### src/rtl/uart_msg_sender_if.sv
// Handshake bundle between the message sequencer and its uart_tx / uart_rx neighbours.
// master = sequencer side, slave = environment (trigger source, uart_tx, uart_rx).
interface uart_msg_sender_if #(
  parameter int DATA_W = 8,
  parameter int ERR_W  = 8
);
  logic              mode;
  logic              trig;
  logic              chk_en;
  logic [DATA_W-1:0] tx_data;
  logic              tx_start;
  logic              tx_busy;
  logic [DATA_W-1:0] rx_data;
  logic              rx_rdy;
  logic              active;
  logic              done;
  logic              overrun;
  logic              ack_err;
  logic [ERR_W-1:0]  err_cnt;

  modport master (
    input  mode, trig, chk_en, tx_busy, rx_data, rx_rdy,
    output tx_data, tx_start, active, done, overrun, ack_err, err_cnt
  );

  modport slave (
    output mode, trig, chk_en, tx_busy, rx_data, rx_rdy,
    input  tx_data, tx_start, active, done, overrun, ack_err, err_cnt
  );
endinterface

### src/rtl/uart_msg_sender.sv
// Streams a ROM-held message to uart_tx (periodic or triggered) and optionally checks
// the looped-back uart_rx stream against the same ROM, counting mismatches.
module uart_msg_sender #(
  parameter int DATA_W  = 8,
  parameter int DEPTH   = 16,
  parameter int MSG_LEN = 16,
  parameter int PERIOD  = 12_000_000,
  parameter int ACK_TO  = 16,
  parameter int ERR_W   = 8,
  // ROM image, character 0 in the most significant byte so a string literal reads in order
  parameter logic [DEPTH*DATA_W-1:0] ROM_INIT = "Hello world!  \r\n"
) (
  input  logic                clk,
  input  logic                reset,
  uart_msg_sender_if.master   bus
);

  localparam int IDX_W = (DEPTH  > 1) ? $clog2(DEPTH)  : 1;
  localparam int TMR_W = (PERIOD > 1) ? $clog2(PERIOD) : 1;
  localparam int ACK_W = (ACK_TO > 1) ? $clog2(ACK_TO) : 1;

  typedef enum logic [2:0] {
    IDLE,
    LOAD,
    START,
    ACK,
    DRAIN
  } state_t;

  logic [DATA_W-1:0] rom [DEPTH];

  for (genvar g = 0; g < DEPTH; g++) begin : g_rom
    assign rom[g] = ROM_INIT[(DEPTH-1-g)*DATA_W +: DATA_W];
  end

  state_t            state_q;
  logic              mode_q;
  logic [IDX_W-1:0]  tx_idx_q;
  logic [ACK_W-1:0]  ack_cnt_q;
  logic [TMR_W-1:0]  tmr_q;
  logic [DATA_W-1:0] tx_data_q;
  logic              tx_start_q;
  logic              active_q;
  logic              done_q;
  logic              overrun_q;
  logic              ack_err_q;
  logic [IDX_W-1:0]  rx_idx_q;
  logic [ERR_W-1:0]  err_cnt_q;

  logic wrap;
  logic req_mode;
  logic req;
  logic last_char;
  logic rx_mis;

  assign wrap      = (tmr_q == TMR_W'(PERIOD - 1));
  // Mode only takes effect in IDLE; in flight, requests are judged by the latched mode.
  assign req_mode  = (state_q == IDLE) ? bus.mode : mode_q;
  assign req       = req_mode ? bus.trig : wrap;
  assign last_char = (tx_idx_q == IDX_W'(MSG_LEN - 1));
  assign rx_mis    = (bus.rx_data != rom[rx_idx_q]);

  always_ff @(posedge clk or posedge reset) begin
    if (reset) tmr_q <= '0;
    else       tmr_q <= wrap ? '0 : tmr_q + TMR_W'(1);
  end

  always_ff @(posedge clk or posedge reset) begin
    if (reset) begin
      state_q    <= IDLE;
      mode_q     <= 1'b0;
      tx_idx_q   <= '0;
      ack_cnt_q  <= '0;
      tx_data_q  <= '0;
      tx_start_q <= 1'b0;
      active_q   <= 1'b0;
      done_q     <= 1'b0;
      overrun_q  <= 1'b0;
      ack_err_q  <= 1'b0;
    end else begin
      tx_start_q <= 1'b0;
      done_q     <= 1'b0;
      // The done cycle counts as busy: a request landing there is dropped, not queued.
      if (req && (state_q != IDLE || done_q)) overrun_q <= 1'b1;
      case (state_q)
        IDLE: begin
          mode_q <= bus.mode;
          if (req && !done_q) begin
            tx_idx_q <= '0;
            active_q <= 1'b1;
            state_q  <= LOAD;
          end
        end
        LOAD: begin
          tx_data_q <= rom[tx_idx_q];
          // Pulse together with the data when uart_tx is already free: 2-cycle latency.
          if (!bus.tx_busy) begin
            tx_start_q <= 1'b1;
            ack_cnt_q  <= '0;
            state_q    <= ACK;
          end else begin
            state_q <= START;
          end
        end
        START: begin
          if (!bus.tx_busy) begin
            tx_start_q <= 1'b1;
            ack_cnt_q  <= '0;
            state_q    <= ACK;
          end
        end
        ACK: begin
          if (bus.tx_busy) begin
            state_q <= DRAIN;
          end else if (ack_cnt_q == ACK_W'(ACK_TO - 1)) begin
            ack_err_q <= 1'b1;
            active_q  <= 1'b0;
            state_q   <= IDLE;
          end else begin
            ack_cnt_q <= ack_cnt_q + ACK_W'(1);
          end
        end
        DRAIN: begin
          if (!bus.tx_busy) begin
            if (last_char) begin
              done_q   <= 1'b1;
              active_q <= 1'b0;
              state_q  <= IDLE;
            end else begin
              tx_idx_q <= tx_idx_q + IDX_W'(1);
              state_q  <= LOAD;
            end
          end
        end
        default: state_q <= IDLE;
      endcase
    end
  end

  // Loopback checker: its own index so rx lag behind tx is harmless.
  always_ff @(posedge clk or posedge reset) begin
    if (reset) begin
      rx_idx_q  <= '0;
      err_cnt_q <= '0;
    end else if (!bus.chk_en) begin
      rx_idx_q <= '0;
    end else if (bus.rx_rdy) begin
      rx_idx_q <= (rx_idx_q == IDX_W'(MSG_LEN - 1)) ? '0 : rx_idx_q + IDX_W'(1);
      if (rx_mis && (err_cnt_q != '1)) err_cnt_q <= err_cnt_q + ERR_W'(1);
    end
  end

  assign bus.tx_data  = tx_data_q;
  assign bus.tx_start = tx_start_q;
  assign bus.active   = active_q;
  assign bus.done     = done_q;
  assign bus.overrun  = overrun_q;
  assign bus.ack_err  = ack_err_q;
  assign bus.err_cnt  = err_cnt_q;

endmodule

### src/flat_wrapper.sv
// flat-port wrapper written by rule: the top's interface ports become plain ports
module uart_msg_sender_flat 
#(
  parameter int DATA_W  = 8,
  parameter int DEPTH   = 16,
  parameter int MSG_LEN = 16,
  parameter int PERIOD  = 12_000_000,
  parameter int ACK_TO  = 16,
  parameter int ERR_W   = 8,
                                                                                           
  parameter logic [DEPTH*DATA_W-1:0] ROM_INIT = "                  "
)
  (clk, reset, bus_mode, bus_trig, bus_chk_en, bus_tx_busy, bus_rx_data, bus_rx_rdy, bus_tx_data, bus_tx_start, bus_active, bus_done, bus_overrun, bus_ack_err, bus_err_cnt);
  uart_msg_sender_if #(.DATA_W(DATA_W), .ERR_W(ERR_W)) bus_i ();
  input  logic clk;
  input  logic reset;
  input wire logic [$bits(bus_i.mode)-1:0] bus_mode;
  input wire logic [$bits(bus_i.trig)-1:0] bus_trig;
  input wire logic [$bits(bus_i.chk_en)-1:0] bus_chk_en;
  input wire logic [$bits(bus_i.tx_busy)-1:0] bus_tx_busy;
  input wire logic [$bits(bus_i.rx_data)-1:0] bus_rx_data;
  input wire logic [$bits(bus_i.rx_rdy)-1:0] bus_rx_rdy;
  output wire logic [$bits(bus_i.tx_data)-1:0] bus_tx_data;
  output wire logic [$bits(bus_i.tx_start)-1:0] bus_tx_start;
  output wire logic [$bits(bus_i.active)-1:0] bus_active;
  output wire logic [$bits(bus_i.done)-1:0] bus_done;
  output wire logic [$bits(bus_i.overrun)-1:0] bus_overrun;
  output wire logic [$bits(bus_i.ack_err)-1:0] bus_ack_err;
  output wire logic [$bits(bus_i.err_cnt)-1:0] bus_err_cnt;
  assign bus_i.mode = bus_mode;
  assign bus_i.trig = bus_trig;
  assign bus_i.chk_en = bus_chk_en;
  assign bus_i.tx_busy = bus_tx_busy;
  assign bus_i.rx_data = bus_rx_data;
  assign bus_i.rx_rdy = bus_rx_rdy;
  assign bus_tx_data = bus_i.tx_data;
  assign bus_tx_start = bus_i.tx_start;
  assign bus_active = bus_i.active;
  assign bus_done = bus_i.done;
  assign bus_overrun = bus_i.overrun;
  assign bus_ack_err = bus_i.ack_err;
  assign bus_err_cnt = bus_i.err_cnt;
  uart_msg_sender #(.DATA_W(DATA_W), .DEPTH(DEPTH), .MSG_LEN(MSG_LEN), .PERIOD(PERIOD), .ACK_TO(ACK_TO), .ERR_W(ERR_W), .ROM_INIT(ROM_INIT)) u_core (.clk(clk), .reset(reset), .bus(bus_i));
endmodule
### config.mk
export PLATFORM = sky130hd
export DESIGN_NAME = uart_msg_sender_flat
export DESIGN_NICKNAME = d
export VERILOG_FILES = /design/src/rtl/uart_msg_sender_if.sv /design/src/rtl/uart_msg_sender.sv /design/src/flat_wrapper.sv
export SDC_FILE = /design/constraint.sdc
export NUM_CORES = 1
export LEC_CHECK = 0
export ABC_AREA = 1
export CAP_MARGIN = 40
export CORE_UTILIZATION = 35
export DETAILED_ROUTE_END_ITERATION = 10
export GPL_ROUTABILITY_DRIVEN = 0
export MAX_ROUTING_LAYER = met4
export PLACE_DENSITY_LB_ADDON = 0.12
export SYNTH_ARGS = -nofsm -noshare
export SYNTH_HDL_FRONTEND = slang
export SYNTH_SLANG_ARGS = --single-unit
### constraint.sdc
create_clock -name clk -period 3.5 [get_ports clk]
set_input_delay 0.875 -clock clk [delete_from_list [all_inputs] [get_ports clk]]
set_output_delay 0.875 -clock clk [all_outputs]
set_load 0.03 [all_outputs]
Word-level counts from Yosys, hierarchy flattened
Memories as Yosys holds them, arrays and structs flattened. A register that Yosys moved wholly into a read port is not among the register bits.
Cells that the tools add are included.
- register bits: 53
- ROM bits: 256
- bits of input ports: 15
- output and inout bits: 21
- word-level logic and storage cells: 96
- memories: 2
- add/subtract/negate cells: 5
- magnitude comparators: 1
- eq/ne operators: 21
- mux-type cells: 35
- bitwise operators: 3
- reductions and logical operators: 17
- memories (memory ; words ; width ; rd ports ; clocked after Yosys merged registers in ; write ports ; RTL line ; source):
    (no name shown) ; 16 ; 8 ; 1 ; 0 ; 0 ; uart_msg_sender.sv:61 ; assign rx_mis = (bus.rx_data != rom[rx_idx_q]);
    (no name shown) ; 16 ; 8 ; 1 ; 1 ; 0 ; uart_msg_sender.sv:95 ; tx_data_q <= rom[tx_idx_q];
- operator list (kind ; number):
    $mux 4 ; 9
    $add 24x1->24 const B ; 1
    $eq 24x24->1 const B ; 1
    $mux 24 ; 1
    $mux 8 ; 2
    $pmux 4 s2 ; 2
    $mux 3 ; 5
    $pmux 3 s5 ; 1
    $mux 1 ; 14
    $ne 2x2->1 const B ; 7
    $add 4x1->4 const B ; 3
    $eq 4x4->1 const B ; 3
    $reduce_and 4->1 ; 3
    $not 4->5 ; 2
    $add 8x1->8 const B ; 1
    $ne 8x8->1 ; 1
    $ne 8x8->1 const B ; 1
    $eq 3x2->1 const B ; 2
    $ne 2x1->1 const B ; 3
    $reduce_and 3->1 ; 2
    $reduce_and 6->1 ; 1
    $reduce_bool 3->1 ; 2
    $ge 5x5->1 const B ; 1
    $reduce_bool 2->1 ; 2
    other kinds (10) ; 12

Logic depth before layout (Yosys ltp)
- word-level depth: 7
- depth in mapped cells: 11
- depth with buffers taken out: 11

Worst setup path after synthesis
Ideal clock, no wire load.
- kind: input to register
- start: input port bus_rx_data[1]
- end: register u_core.err_cnt_q[2], in the netlist u_core.bus.err_cnt[2]
- setup time: 79 ps
- arrival time: 1609 ps
- data required time: 3421 ps
- setup slack: 1811 ps
- stages: 6
- path buffers: 0
- cell sequence: nor4_1 > nand2_1 > nand3_2 > inv_1 > nand2_1 > xor2_1
- longest elaborated chain between the ends: 3
- ends and longest elaborated chain (element ; RTL line ; source):
    start: declaration ; flat_wrapper.sv:21 ; input wire logic [$bits(bus_i.rx_data)-1:0] bus_rx_data;
    $ne 8x8->1 ; uart_msg_sender.sv:61 ;
    $logic_and 1x1->1 ; uart_msg_sender.sv:149 ; if (rx_mis && (err_cnt_q != '1)) err_cnt_q <= err_cnt_q + ERR_W'(1);
    $reduce_and 3->1 (no line) ; n/a ;
    end signal: assignment ; uart_msg_sender.sv:149 ;
    end: declaration ; uart_msg_sender.sv:48 ; logic [ERR_W-1:0] err_cnt_q;
Every way passes these cells.
A chain may end at the register's enable or synchronous reset.

Worst setup path after layout
- start: register u_core.err_cnt_q[0], in the netlist u_core.bus.err_cnt[0]
- end: output port bus_err_cnt[0]
- RTL lines (element ; RTL line ; source):
    end: declaration ; flat_wrapper.sv:29 ; output wire logic [$bits(bus_i.err_cnt)-1:0] bus_err_cnt;
No word-level cell between the ends.

==> impl_metrics.tcl <==
set metrics [dict create \
    cp.required_ns 2.62 \
    grt_pass1_vias 2183 \
    avgSynthCellArea_sq_um 8.22 \
    syn_to_final_growth_pct 16.9 \
    ioPinCount 36 \
    relSlewSlack_pct 54.5 \
    fill_cells 768 \
    drtIter0Drc 76 \
    viasPerCell 4.67 \
    worst_pin_slew_ns 0.681 \
    period_minus_slack_ns 2.31 \
    final_core_util_pct 43.2 \
    status "completed" \
    netlist_top_cells_area "dfrtp_1 43%, nand2_1 11%, inv_1 6.2%" \
    drt-met1-wl_mm 2.75 \
    hold_buffers 0 \
    slowest_delay_ns 0.70 \
    firstDrtPassIters 4 \
    holdPathStages 2 \
    rows 32 \
    crit_arrival_ns 1.43 \
    cts_buffer_depth 2 \
    die_w_um 93.3 \
    ys_types 37 \
    fin_worst_skew_ns 0.00889 \
    dr_wl_met3_um 157 \
    drc 0 \
    synth_top_cell_area_share_pct 42.9 \
    setup_viol 0 \
    post_drt_wl_per_cell_um 11.5 \
    grt_pass1_wl_mm 10.1 \
    critical_path_class "reg -> out" \
    ys_ff_latch 50 \
    min_from "u_core.bus.active$_DFFE_PP0P_" \
    initial_core_util_pct 37.0 \
    worst_hold_path.endpoint "u_core.bus.active$_DFFE_PP0P_" \
    top_layer "met4" \
    critPathTopFamily "buffers and inverters" \
    die_h_um 93.3 \
    clk_pin_slew_ns 0.10 \
    syn_inst 355 \
    finalSetupTns_ns 0 \
    hp-class "reg -> reg" \
    htree_levels 2 \
    peakVddDrop_v 0.000381 \
    ys_warn_count 0 \
    timing.rr.start "u_core.tmr_q[0]$_DFF_PP0_" \
    vias 2306 \
    wirelength_mm 5.70 \
    cp_max_fo 4 \
    cp-end-kind "output port" \
    rr_endpoint "u_core.tx_idx_q[1]$_DFFE_PP0P_" \
    start_kind "flop" \
    slew_viol_final 0 \
    antenna_cells 0 \
    grt_max_degree 33 \
    worstSkewPairLatency_ns 0.31 \
    final_nets 410 \
    hold_viol 0 \
    r2r_setup_slack_ns 1.70 \
    overflow 0 \
    seq_area_frac_synth_pct 42.9 \
    rsz0062_at_grt "no" \
    portBuffers 28 \
    post-route-period-util_pct 65.9 \
    die-area_sq_mm 0.00870 \
    clock_sinks 50 \
    postCtsSetupRepairBufs 0 \
    crit_cells 1 \
    synth_top_area_cell "dfrtp_1" \
    total_power_mw 1.78 \
    post_cts_resize_count 0 \
    p_leak_nw 1.68 \
    cp_cell_sequence "clkdlybuf4s50_1" \
    cp_slowest_cell "clkdlybuf4s50_1" \
    cts_tree "yes" \
    wl_met2_mm 2.73 \
    cap_violations 0 \
    track_usage_pct 15.1 \
    drive_above_1_share_pct 13.0 \
    numCtsBuffers 5 \
    core-area_sq_mm 0.00789 \
    ctsRootBufferMaster "clkbuf_8" \
    antenna_found_initial 0 \
    power.density_mw_per_mm2 522 \
    place_hpwl_mm 4.40 \
    r2r_cells 10 \
    postRouteAntennaNets 0 \
    crit_buf_inv 1 \
    syn_area_sq_mm 0.00292 \
    fmax_ghz 0.434 \
]
==> tightest hold or removal path, cell delays in order, from the launching register on <==
cell and delay (ns):
dfrtp_1 0.36, nand2_1 0.05, nand2_1 0.05
==> synthesized netlist by cell type <==
master    instances
a31o_2            2
o21ai_0           4
nor4_4            1
a21oi_1           6
dfrtp_1          50
o21ai_1           2
nor2_4            3
nor2_1           28
nor2_8            1
xor2_1           17
ha_1              4
nor3b_1           1
nor3_1           12
o21ai_2           1
nand2_2           2
nand3_4           3
or2_1             1
buf_4             7
nor2_2            3
nand2_1          84
nor4_1            7
or2_2             2
conb_1            1
nor3_4            2
nor3b_2           1
inv_4             1
nand4_1          12
and2_1            1
inv_1            48
inv_2             9
clkinv_1          1
a21boi_0          1
nand3_1          22
xnor2_1           6
nor3_2            1
nand3_2           5
nand2_4           3
==> logic make-up (layout without fill, tap and decap cells) <==
| logic type | after synthesis | after routing | share of synthesized area, % |
|---|---|---|---|
| simple gates | 195 | 195 | 35.7 |
| xor+xnor | 23 | 23 | 6.91 |
| compound gates | 16 | 16 | 3.22 |
| buf+inv | 66 | 97 | 9.48 |
| flops | 50 | 50 | 42.9 |
| other cells | 1 | 7 | 0.129 |
| fa+ha+maj | 4 | 4 | 1.72 |
==> flip-flops by register name, indices dropped and copies added, names as in the netlist <==
| name | count |
|---|---|
| u_core.mode_q | 1 |
| u_core.bus.active | 1 |
| u_core.tx_idx_q | 4 |
| u_core.ack_cnt_q | 4 |
| u_core.bus.ack_err | 1 |
| u_core.bus.tx_data | 1 |
| u_core.bus.overrun | 1 |
| u_core.bus.done | 1 |
| u_core.bus.tx_start | 1 |
| u_core.bus.err_cnt | 8 |
| u_core.tmr_q | 24 |
| u_core.state_q | 3 |
==> worst max path at each step <==
| stage | startpoint | end | slack [ns] |
|---|---|---|---|
| finish | u_core.bus.err_cnt[0]$_DFFE_PP0P_ | bus_err_cnt[0] | 1.19 |
| global placement | bus_rx_data[1] | u_core.bus.err_cnt[2]$_DFFE_PP0P_ | 1.28 |
| floorplan | reset | u_core.ack_cnt_q[0]$_DFFE_PP0P_ | 1.42 |
| detailed placement | bus_rx_data[5] | u_core.bus.err_cnt[5]$_DFFE_PP0P_ | 1.25 |
| global route | u_core.bus.err_cnt[1]$_DFFE_PP0P_ | bus_err_cnt[1] | 1.16 |
| CTS | u_core.bus.err_cnt[0]$_DFFE_PP0P_ | bus_err_cnt[0] | 1.19 |
==> stage by stage <==
step           instances  hold WS, ns  area [sq um]  setup WS [ns]
6_report             494        0.486          3410           1.19
3_3_place_gp         486        0.459          3310           1.28
2_1_floorplan        361        0.463          2940           1.42
3_5_place_dp         486        0.458          3310           1.25
5_1_grt              494        0.499          3410           1.16
4_1_cts              494        0.486          3410           1.19
==> placed cells by master (no fill, tap or decap), types with 2 or more instances in the layout <==
cell and n:
a21oi_1 6, nand2_2 2, xnor2_1 6, buf_4 2, a31o_2 2, nand2_1 84, nor2_1 28, dfrtp_1 50
nand3_4 3, or2_2 2, nor3_1 12, nand2_4 3, nor3_4 2, inv_2 10, nor2_4 3, o21ai_1 2
nor2_2 3, nand4_1 12, nand3_2 5, o21ai_0 4, nor4_1 7, ha_1 4, conb_1 7, nand3_1 22
inv_1 47, clkbuf_8 6, xor2_1 17, clkdlybuf4s50_1 28
==> layer usage <==
metal,vias to the layer above,track usage (%)
met5,-,-
met4,0,4.62
met3,6,2.76
met2,28,24.4
met1,1091,19.2
li1,1181,-
==> layout make-up <==
| type | instances | area, sq um | area share (%) |
|---|---|---|---|
| clock buffer | 6 | 82.6 | 2.42 |
| clock inverter | 2 | 16.3 | 0.477 |
| inverter | 59 | 224 | 6.57 |
| multi-input combinational | 245 | 1410 | 41.4 |
| sequential | 50 | 1250 | 36.7 |
| tap | 102 | 128 | 3.74 |
| timing repair buffer | 30 | 295 | 8.66 |
==> report_power, final <==
part           switching, mW  internal, mW  leakage [nW]
combinational          0.422         0.250         0.984
clock                  0.203         0.163        0.0478
sequential            0.0786         0.663         0.649
(Power assumes the default switching activity.)
